`src/rtl/uranus_pkg.sv`:
```
// Shared definitions for the Uranus airlock interlock sequencers.
// Holds the entry-sequencer state encoding, port sensor polarity and default dwell lengths.
package uranus_pkg;

   typedef enum logic [3:0] {
      IDLE        = 4'd0,
      SEAL        = 4'd1,
      EVACUATE    = 4'd2,
      OUTER_OPEN  = 4'd3,
      ENTERED     = 4'd4,
      PRESS_WAIT  = 4'd5,
      PRESSURIZE  = 4'd6,
      INNER_OPEN  = 4'd7,
      INNER_CLOSE = 4'd8
   } arriving_state_t;

   localparam logic PORT_OPEN   = 1'b1;
   localparam logic PORT_CLOSED = 1'b0;

   localparam int DEFAULT_EVAC_CYCLES  = 2;
   localparam int DEFAULT_PRESS_CYCLES = 4;

endpackage

```
`src/rtl/airlock_timer.sv`:
```
// Dwell timer for the airlock sequencers: an unsigned up-counter with
// synchronous clear and count enable.
module airlock_timer #(
   parameter int CNT_W = 3
) (
   input  logic             clock,
   input  logic             rst,
   input  logic             clear,
   input  logic             en,
   output logic [CNT_W-1:0] count
);

   // Clear wins over enable so a dwell always starts from zero.
   always_ff @(posedge clock) begin
      if (rst) begin
         count <= '0;
      end else if (clear) begin
         count <= '0;
      end else if (en) begin
         count <= count + CNT_W'(1);
      end
   end

endmodule

```
`src/rtl/arriving_uranus.sv`:
```
// Entry-direction airlock sequencer: outside -> chamber -> interior.
// Optional sticky port-violation alarm is built only when ARRIVING_URANUS_ALARM_EN is defined.
module arriving_uranus
   import uranus_pkg::*;
#(
   parameter int EVAC_CYCLES  = DEFAULT_EVAC_CYCLES,
   parameter int PRESS_CYCLES = DEFAULT_PRESS_CYCLES,
   parameter int CNT_W        = 3
) (
   input  logic clock,
   input  logic rst,
   input  logic outerPort,
   input  logic innerPort,
   input  logic arriving,
   input  logic evac,
   input  logic pressurize,
   output logic outerEnable,
   output logic innerEnable,
   output logic busy,
   output logic done,
   output logic alarm
);

   localparam logic [CNT_W-1:0] EVAC_LAST  = CNT_W'(EVAC_CYCLES - 1);
   localparam logic [CNT_W-1:0] PRESS_LAST = CNT_W'(PRESS_CYCLES - 1);

   arriving_state_t  state;
   logic [CNT_W-1:0] count;
   logic             ports_closed;
   logic             timer_clear;
   logic             timer_en;

   assign ports_closed = (outerPort == PORT_CLOSED) && (innerPort == PORT_CLOSED);

   // The timer is cleared on the edge that enters a dwell and counts until the last dwell cycle.
   always_comb begin
      timer_clear = 1'b0;
      timer_en    = 1'b0;
      case (state)
         SEAL:       timer_clear = evac & ports_closed;
         PRESS_WAIT: timer_clear = pressurize & ports_closed;
         EVACUATE:   timer_en    = (count != EVAC_LAST);
         PRESSURIZE: timer_en    = (count != PRESS_LAST);
         default: ;
      endcase
   end

   airlock_timer #(.CNT_W(CNT_W)) u_timer (
      .clock (clock),
      .rst   (rst),
      .clear (timer_clear),
      .en    (timer_en),
      .count (count)
   );

   always_ff @(posedge clock) begin
      if (rst) begin
         state <= IDLE;
         done  <= 1'b0;
      end else begin
         done <= 1'b0;
         case (state)
            IDLE:        if (arriving && ports_closed) state <= SEAL;
            SEAL:        if (evac && ports_closed) state <= EVACUATE;
            EVACUATE:    if (count == EVAC_LAST) state <= OUTER_OPEN;
            OUTER_OPEN:  if (outerPort == PORT_OPEN && innerPort == PORT_CLOSED) state <= ENTERED;
            ENTERED:     if (ports_closed && !arriving) state <= PRESS_WAIT;
            PRESS_WAIT:  if (pressurize && ports_closed) state <= PRESSURIZE;
            PRESSURIZE:  if (count == PRESS_LAST) state <= INNER_OPEN;
            INNER_OPEN:  if (innerPort == PORT_OPEN && outerPort == PORT_CLOSED) state <= INNER_CLOSE;
            INNER_CLOSE: begin
               if (ports_closed) begin
                  state <= IDLE;
                  done  <= 1'b1;
               end
            end
            default:     state <= IDLE;
         endcase
      end
   end

   assign outerEnable = (state == OUTER_OPEN) || (state == ENTERED);
   assign innerEnable = (state == INNER_OPEN) || (state == INNER_CLOSE);
   assign busy        = (state != IDLE);

`ifdef ARRIVING_URANUS_ALARM_EN
   logic alarm_q;

   // Sticky: any port open without its enable latches the alarm until reset.
   always_ff @(posedge clock) begin
      if (rst) begin
         alarm_q <= 1'b0;
      end else if ((outerPort == PORT_OPEN && !outerEnable) ||
                   (innerPort == PORT_OPEN && !innerEnable)) begin
         alarm_q <= 1'b1;
      end
   end

   assign alarm = alarm_q;
`else
   assign alarm = 1'b0;
`endif

endmodule

```
`config.mk`:
```
export PLATFORM = sky130hd
export DESIGN_NAME = arriving_uranus
export DESIGN_NICKNAME = d
export VERILOG_FILES = /design/src/rtl/uranus_pkg.sv /design/src/rtl/airlock_timer.sv /design/src/rtl/arriving_uranus.sv
export SDC_FILE = /design/constraint.sdc
export NUM_CORES = 1
export LEC_CHECK = 0
export ABC_AREA = 1
export BUFFER_PORTS_ARGS = -buffer_cell sky130_fd_sc_hd__buf_2
export CAP_MARGIN = 20
export CORE_MARGIN = 8
export CORE_UTILIZATION = 50
export CTS_CLUSTER_DIAMETER = 30
export CTS_CLUSTER_SIZE = 20
export DETAILED_ROUTE_END_ITERATION = 12
export PLACE_DENSITY_LB_ADDON = 0.25
export RECOVER_POWER = 50
export REMOVE_ABC_BUFFERS = 1
export SYNTH_ARGS = -nofsm -noshare
export SYNTH_HDL_FRONTEND = slang
export SYNTH_HIERARCHICAL = 1
export SYNTH_SLANG_ARGS = --single-unit
```
`constraint.sdc`:
```
create_clock -name clock -period 1.6 [get_ports clock]
set_input_delay 0.32 -clock clock [delete_from_list [all_inputs] [get_ports clock]]
set_output_delay 0.32 -clock clock [all_outputs]
set_load 0.01 [all_outputs]
```
; Word-level counts from Yosys, hierarchy flattened
; Index checks and enable logic that the tools add are counted.
; Widths: inputs -> output; s select.
[totals]
register_bits = 8
latch_bits = 0
ramBits = 0
rom_bits = 0
in_bits = 7
output_inout_bits = 5
wordCells = 58
n_memories = 0
[op_classes]
add_sub_neg = 1
multipliers = 0
n_div = 0
order_cmp = 0
eq_ne = 21
shifts = 0
n_mux = 13
n_bitwise = 5
reduce_logical = 15
[op_table]
columns = operator, count
row1 = $mux 4, 9
row2 = $pmux 4 s9, 1
row3 = $ne 2x2->1 const B, 9
row4 = $eq 4x3->1 const B, 4
row5 = $reduce_and 9->1, 1
row6 = $eq 4x2->1 const B, 2
row7 = $logic_and 1x1->1, 7
row8 = $eq 4x1->1 const B, 1
row9 = $eq 4x4->1 const B, 1
row10 = $logic_not 4->1, 1
row11 = $pmux 1 s2, 2
row12 = $reduce_bool 4->1, 1
row13 = $reduce_or 2->1, 2
row14 = $add 3x1->3 const B, 1
row15 = $eq 3x1->1 const B, 1
row16 = $eq 3x2->1 const B, 1
row17 = $ne 3x1->1 const B, 1
row18 = $ne 3x2->1 const B, 1
row19 = $not 1->1, 3
row20 = $and 1x1->1, 2
row21 = $logic_or 1x1->1, 2
row22 = $logic_not 1->1, 1
row23 = $mux 1, 1

; Depth between registers and ports, before layout
; Gate-level depths: netlist (run 1).
[logic_depth]
ltp_word = 5
depth_mapped = 10
depth_no_buf = 10

; Cells and area by module
; Netlist (run 1), hierarchy kept.
[modules_own_cells]
columns = module, n_inst, cells_each, area_per_inst_um2, seq_area_each_um2
row1 = arriving_uranus, 1, 99, 535.5, 100.1
row2 = airlock_timer, 1, 19, 138.9, 60.1

; Worst setup path after synthesis (run 1)
; No wires, ideal clock.
[synth_path]
kind = register to register
start = reg state[3]
end = reg state[3]
setup_time_ps = 113
arrival_time_ps = 1085
required_time_ps = 1487
slack_ps = 402
path_stages_with_launch = 10
n_path_buf = 0
synth_period_minus_slack_ps = 1198
cell_sequence = dfxtp_1 inv_2 nand2_2 nor2_1 nand2_1 nand2_1 nor2_2 nand3_4 o21ai_1 inv_1
[synth_between]
elab_chain_cells = 3
elab_cells_between_ends = 20
cone_classes = eq/ne: 17 / mux: 1 / reduce/logical: 2
[synth_lines]
columns = item, line
row1 = start: declaration, arriving_uranus.sv:27  ; arriving_state_t state;
row2 = start signal: assignment, arriving_uranus.sv:58  ; state <= IDLE;
row3 = start signal: assignment, arriving_uranus.sv:63  ; IDLE: if (arriving && ports_closed) state <= SEAL;
row4 = start signal: assignment, arriving_uranus.sv:64  ; SEAL: if (evac && ports_closed) state <= EVACUATE;
row5 = $eq 4x3->1 (tied with other cells), arriving_uranus.sv:62  ; case (state)
row6 = $ne 2x2->1 (no line), n/a
row7 = $reduce_and 9->1 (no line), n/a
; Several ways; a longest one is shown, not always the timed one.
; A chain may end at the register's enable or synchronous reset.

; Worst setup path in the final report (run 1)
[layout_path]
start = reg state[3]
end = out outerEnable
[layout_between]
elab_chain_cells = 2
elab_cells_between_ends = 3
cone_classes = eq/ne: 2 / reduce/logical: 1
[layout_lines]
columns = item, line
row1 = $eq 4x2->1 or $eq 4x3->1 (tied branches), arriving_uranus.sv:82  ; assign outerEnable = (state == OUTER_OPEN) || (state == ENTERED);
row2 = $logic_or 1x1->1 (*), arriving_uranus.sv:82
row3 = end: declaration, arriving_uranus.sv:17  ; output logic outerEnable,
; Mark *: on every way between the ends. The rest lies on a longest branch, timed or not.

==> results of run 1 <==
[state kept, by name, summed over array words and instances, names as in the netlist]
| signal | flops |
|---|---|
| u_timer/count | 3 |
| done | 1 |
| state | 4 |
[layout make-up]
type                       instances  area (um^2)  share of cell area
clock buffer                       3         22.5              0.0287
tap                               15         18.8              0.0239
multi-input combinational         91          447               0.569
timing repair buffer              12         63.8              0.0813
sequential                         8          165               0.211
inverter                          18         67.6              0.0861
[power by group through the flow]
stage | registers (mW) | logic, mW | clock network [mW]
after floorplan | 0.306 | 0.636 | 0
after global placement | 0.321 | 0.782 | 0
after detailed placement | 0.322 | 0.793 | 0
after CTS | 0.318 | 0.796 | 0.156
after global routing | 0.344 | 0.955 | 0.175
final | 0.336 | 0.818 | 0.150
[metal layers]
metal,GRT usage,vias up,share of wire
met1,0.137,307,0.45
met2,0.196,12,0.46
met4,0.0129,0,0.0041
li1,-,383,-
met5,0,-,0
met3,0.0682,2,0.083
[logic make-up after synthesis]
| logic type | Yosys count | synth area share |
|---|---|---|
| AND/OR/NAND/NOR | 82 | 0.564 |
| adder cells (fa/ha/maj) | 1 | 0.0185 |
| flip-flops | 8 | 0.237 |
| other | 1 | 0.00556 |
| buffers and inverters | 19 | 0.111 |
| AO/OA/AOI/OAI | 7 | 0.0631 |
[synthesized netlist by cell type]
master / n / share of area
buf_4: 1 / 0.011
a2111oi_0: 1 / 0.013
nand4_1: 1 / 0.0093
nor2_2: 5 / 0.046
inv_2: 6 / 0.033
nand3_2: 1 / 0.015
a21oi_1: 2 / 0.015
nand2_4: 1 / 0.017
nor2_4: 1 / 0.017
nand2_2: 5 / 0.046
o21ai_0: 2 / 0.015
nand3_1: 5 / 0.037
o21ai_1: 1 / 0.0074
dfxtp_1: 8 / 0.24
a21oi_2: 1 / 0.013
ha_1: 1 / 0.019
conb_1: 1 / 0.0056
nand2_1: 40 / 0.22
nor3_1: 1 / 0.0074
nand3_4: 1 / 0.026
nor2_1: 20 / 0.11
inv_1: 12 / 0.067
or2_1: 1 / 0.0093
[worst reg2reg max path: stages, from the launching register on]
cell and delay (ns):
dfxtp_2 0.36, inv_2 0.10, buf_4 0.12, nand2_1 0.04, a2111oi_0 0.39, nor2_1 0.13
inv_1 0.11, nor2_2 0.04
[repair_timing]
action	4_1_cts	5_1_grt
resized for setup	0	7
endpoints found under the setup margin	0	2
buffers inserted	0	2
endpoints found under the hold margin	0	0
[per-stage QoR]
stage | cells | hold WS [ns] | setup WS [ns] | cell area [um^2]
2_1_floorplan | 117 | 0.398 | 0.402 | 667
3_3_place_gp | 142 | 0.515 | 0.202 | 736
3_5_place_dp | 142 | 0.528 | 0.169 | 736
4_1_cts | 145 | 0.274 | 0.00187 | 758
5_1_grt | 147 | 0.282 | 0.00778 | 785
6_report | 147 | 0.281 | 0.112 | 785
[path summary, 6_finish.rpt]
path / startpoint / endpoint / slack, ns / cells past startpoint
worst min register to register: u_timer/count[1]$_SDFFE_PP0P_ / u_timer/count[1]$_SDFFE_PP0P_ / 0.53 / 2
worst max-delay path: state[3]$_SDFFE_PP0P_ / outerEnable / 0.11 / 6
worst max register to register: state[2]$_SDFFE_PP0P_ / u_timer/count[0]$_SDFFE_PP0P_ / 0.21 / 7
worst min-delay path: rst / done$_SDFF_PP0_ / 0.28 / 2
==> metrics.md, run 1 <==
| Metric | Value |
|---|---|
| CTS Root Buffer Type | clkbuf_4 |
| Die X | 52.7 um |
| Yosys warns | 6 |
| GRT overflow | 0 |
| CP Capture Type | output pin |
| Antenna Nets Post-Route | 0 |
| Pleak | 0.415 nW |
| CTS buffer count | 3 |
| Initial antenna violation count | 0 |
| Crit share post-route | 0.930 |
| Detailed Route WL | about 1400 um |
| Io pins | 12 |
| Status | finished, final reports clean |
| RSZ-0062 raised after global routing | no |
| Number of vias per cell | 4.79 |
| Initial Util | 0.525 |
| Dpl hpwl | around 1200 um |
| Setup TNS | 0 ns |
| Core area | 1280 um^2 |
| Sw Ratio | 0.503 |
| Critical Path Source Type | register |
| 1st-iter DRT viols | 14 |
| Pre-antenna DRT Iters | 4 |
| First-pass GRT wire length | 2530 um |
| Most frequent cells in the layout | nand2_1, nor2_1, inv_1, buf_2 |
| Die Y | between 50 and 60 um |
| Comb pwr share | 0.628 |
| CP max-delay cell | dfxtp_2 |
| Sink Count | 8 |
| Number of global-route vias before repair | 607 |
| Final-report setup violation count | 0 |
| Clk network pwr share | 0.115 |
| Clock buffer depth | 2 |
| Remaining routing DRC violations | 0 |
| Syn-to-layout area delta | 16.3% |
| DIE AREA | 2780 um^2 |
| CP delay by family, top | flip-flops |
| CP bufs+invs | 3 |
| Worst-Skew Late Latency | 0.25 ns |
| Critical path's largest stage delay | 0.35 ns |
| Post-Syn Area | 674 um^2 |
| Final hold vios | 0 |
| Commonest non-fill, non-tap cell in the layout | nand2_1 |
| Clock-pin slew on the worst setup and hold paths | 0.05 ns |
| Filler Cells Inserted | approximately 140 |
| # rows | 13 |
| Synth Instances | 118 |
| Via count | just over 700 |
| Gr usage total | 0.120 |
| Hold/Removal Path Class | input pin to register |
| Fin util | 0.611 |
| Critical path class | register to output pin |
| Worst Path Required | 1.28 ns |
| Pin count of the biggest net entering global routing | 8 |
| Ant diodes | 0 |
| Maximum VDD drop | 842 uV |
| Cell internal pwr | between 0.6 and 0.7 mW |
| H-tree lvl count | 1 |
| Layout cells sized above 1 | 0.303 |
| Sequential area share after synthesis | 0.237 |
| Final nets | 142 |
| Syn_area_per_cell | about 5.7 um^2 |
| Final Max Slew Viols | 0 |
| Routed len/inst | 9.84 um |
| Clock skew | 0.00805 ns |
| RD Place Congestion | around 0.82 |
| Minimum clock period | about 1.5 ns |
| I/O Buffers | 10 |
| TritonCTS clock tree | yes |
| Arrival @ worst endpoint | 1.17 ns |
| Flop pwr share | 0.258 |
| Net switching power | 0.655 mW |
| #FFs+latches synth | 8 |
| Tot Pwr | 1.30 mW |
| Maxcap violations | 0 |
| Number of library cell types mapped by synthesis | 23 |
| Fmax | approximately 670 MHz |
| CP Max Fanout | 5 |
| CTS Hold Buffers Added | 0 |
| PwrDens | 1660 nW/um^2 |
| Worst path cell trace | inv_2 -> nand2_4 -> nor2_4 -> inv_1 -> o21ai_0 -> buf_2 |
Power figures use the tool's default switching activity.
==> run 2, diff against run 1 <==
==> constraint.sdc (replaced) <==
create_clock -name clock -period 1.6 [get_ports clock]
set_input_delay 0 -clock clock [delete_from_list [all_inputs] [get_ports clock]]
set_output_delay 0 -clock clock [all_outputs]
set_load 0.01 [all_outputs]
==> run 2 against run 1 <==
  * Global-route usage is 0.63 points higher
  * Flip-flop and latch count stayed put
  * Register-to-register slack worse by 0.06 ns
  * Count of clock-buffer cells in the layout stayed put
  * Core utilization is 1.2 points lower
  * Cell count stayed put
  * Via count is 1.6% lower
  * Maximum frequency is 2.7% higher
  * Highest routed layer is now met3
==> metrics.md, run 2 (synthesis results as in run 1) <==
| Metric | Value |
|---|---|
| Largest regs | state: 4 flops, u_timer/count: 3 flops, done: 1 flops (unchanged) |
| Post-CTS setup buffer count | 0 (unchanged) |
| Clk network pwr share | 0.123 (was 0.115) |
| Gr usage total | 0.126 (was 0.120) |
| Post-route setup slack | 0.152 ns (was 0.112 ns) |
| Number of global-route vias before repair | 636 (was 607) |
| RSZ-0062 raised after global routing | no (unchanged) |
| Minimum clock period | 1.45 ns (was 1.49 ns) |
| Comb pwr share | 0.634 (was 0.628) |
| DIE AREA | 2780 um^2 (unchanged) |
| Via count | 693 (was 704) |
| GRT overflow | 0 (unchanged) |
| Crit share post-route | 0.905 (was 0.930) |
| First-pass GRT wire length | 2660 um (was 2530 um) |
| Fin area | 769 um^2 (was 785 um^2) |
| Setup TNS | 0 ns (unchanged) |
| Worst Path Required | 1.74 ns (was 1.28 ns) |
| Fmax | 691 MHz (was 672 MHz) |
| Remaining routing DRC violations | 0 (unchanged) |
| Die Y | 52.7 um (unchanged) |
| Syn-to-layout area delta | 14.1% (was 16.3%) |
| H-tree lvl count | 1 (unchanged) |
| Finished Layout Cells | 147 (unchanged) |
| CP Capture Type | register (was output pin) |
| Layout cells sized above 1 | 0.235 (was 0.303) |
| Sink Count | 8 (unchanged) |
| Io pins | 12 (unchanged) |
| Detailed Route WL | 1570 um (was 1450 um) |
| CTS Hold Buffers Added | 1 (was 0) |
| RD Place Congestion | 0.901 (was 0.820) |
| Die X | 52.7 um (unchanged) |
| FF-to-FF path depth | 9 (was 7) |
| Core area | 1280 um^2 (unchanged) |
| Post_cts resized | 0 (unchanged) |
| Reg area | 160 um^2 (was 165 um^2) |
| Dpl hpwl | 1270 um (was 1220 um) |
| Flop pwr share | 0.243 (was 0.258) |
| Net switching power | 0.660 mW (was 0.655 mW) |
| Hold Path Stages | 4 (was 2) |
| Final hold vios | 0 (unchanged) |
| Cell internal pwr | 0.616 mW (was 0.649 mW) |
| Routed len/inst | 10.7 um (was 9.84 um) |
| Final nets | 142 (unchanged) |
| Most frequent cells in the layout | nand2_1, nor2_1, inv_1, dfxtp_1, buf_2 (was nand2_1, nor2_1, inv_1, buf_2) |
| Max reg flops | 4 (unchanged) |
| Worst-Skew Late Latency | 0.26 ns (was 0.25 ns) |
| Pin count of the biggest net entering global routing | 8 (unchanged) |
| Placed inst area | 743 um^2 (was 736 um^2) |
| Critical Path Source Type | register (unchanged) |
| I/O Buffers | 10 (unchanged) |
| Maximum VDD drop | 929 uV (was 842 uV) |
| Filler Cells Inserted | 135 (was 144) |
| Hold/Removal Path Class | input pin to register (unchanged) |
| # rows | 13 (unchanged) |
| Dpl ws | 0.185 ns (was 0.169 ns) |
| Area taken by multi-input logic gates | 437 um^2 (was 447 um^2) |
| Status | finished, final reports clean (unchanged) |
| Arrival @ worst endpoint | 1.59 ns (was 1.17 ns) |
| Largest register by flop count | state (unchanged) |
| CTS Root Buffer Type | clkbuf_4 (unchanged) |
| CTS buffer count | 3 (unchanged) |
| Pre-antenna DRT Iters | 5 (was 4) |
| CP Max Fanout | 7 (was 5) |
| Final Max Slew Viols | 0 (unchanged) |
| Pleak | 0.407 nW (was 0.415 nW) |
| Initial Util | 0.525 (unchanged) |
| Initial antenna violation count | 0 (unchanged) |
| Hold Slack | 0.0863 ns (was 0.281 ns) |
| Post-Place Cells | 143 (was 142) |
| Clock buffer depth | 2 (unchanged) |
| Fin util | 0.599 (was 0.611) |
| PwrDens | 1660 nW/um^2 (about the same) |
| Critical path class | register to register (was register to output pin) |
| Number of vias per cell | 4.71 (was 4.79) |
| Final-report setup violation count | 0 (unchanged) |
| 1st-iter DRT viols | 25 (was 14) |
| Clock skew | 0.0127 ns (was 0.00805 ns) |
| TritonCTS clock tree | yes (unchanged) |
| Sw Ratio | 0.517 (was 0.503) |
| Clock-pin slew on the worst setup and hold paths | 0.06 ns (was 0.05 ns) |
| Ant diodes | 0 (unchanged) |
| Tot Pwr | 1.28 mW (was 1.30 mW) |
| Antenna Nets Post-Route | 0 (unchanged) |
| Maxcap violations | 0 (unchanged) |
| Commonest non-fill, non-tap cell in the layout | nand2_1 (unchanged) |
[run 2: cell types whose count changed in the layout (fill, tap and decap cells not counted)]
cell           previous run  this run
dlygate4sd3_1             0         1
nor2_1                   20        21
nand2_2                   6         5
nand2_1                  39        40
nor2_4                    2         1
dfxtp_1                   4         8
clkbuf_1                  1         3
buf_4                     2         1
buf_2                     9         7
dfxtp_2                   4         0
[run 2: layout make-up]
class | count | area share
multi-input cells | 91 | 0.567
well taps | 15 | 0.0244
inverters | 18 | 0.0878
repair buffers | 12 | 0.0829
clock buffers | 3 | 0.0293
flip-flops and latches | 8 | 0.208
[run 2: worst paths after layout]
check	startpoint	endpoint	slack [ns]
hold / removal	innerPort	done$_SDFF_PP0_	0.09
setup reg to reg	state[3]$_SDFFE_PP0P_	state[3]$_SDFFE_PP0P_	0.15
hold reg to reg	u_timer/count[2]$_SDFFE_PP0P_	u_timer/count[2]$_SDFFE_PP0P_	0.53
setup / recovery	state[3]$_SDFFE_PP0P_	state[3]$_SDFFE_PP0P_	0.15
[run 2: routing by layer]
| metal | vias up | routed length [um] | track usage |
|---|---|---|---|
| met2 | 16 | 730 | 0.221 |
| met1 | 291 | 719 | 0.136 |
| met3 | 0 | 124 | 0.0483 |
| met4 | 0 | 0 | 0.0388 |
| li1 | 386 | - | - |
| met5 | - | 0 | 0 |
[run 2: critical path, cell delays in order, from the launching register on]
cell     delay [ns]
dfxtp_1        0.41
inv_2          0.10
nand2_2        0.13
nor2_1         0.07
nand2_1        0.08
nand2_1        0.07
nor2_2         0.12
nand3_4        0.12
o21ai_1        0.18
inv_1          0.05
[run 2: power groups by stage]
stage	clock [mW]	sequential, mW	combinational (mW)
2_1_floorplan	0	0.306	0.636
3_3_place_gp	0	0.309	0.813
3_5_place_dp	0	0.311	0.816
4_1_cts	0.162	0.307	0.822
5_1_grt	0.177	0.317	0.923
6_report	0.157	0.310	0.809
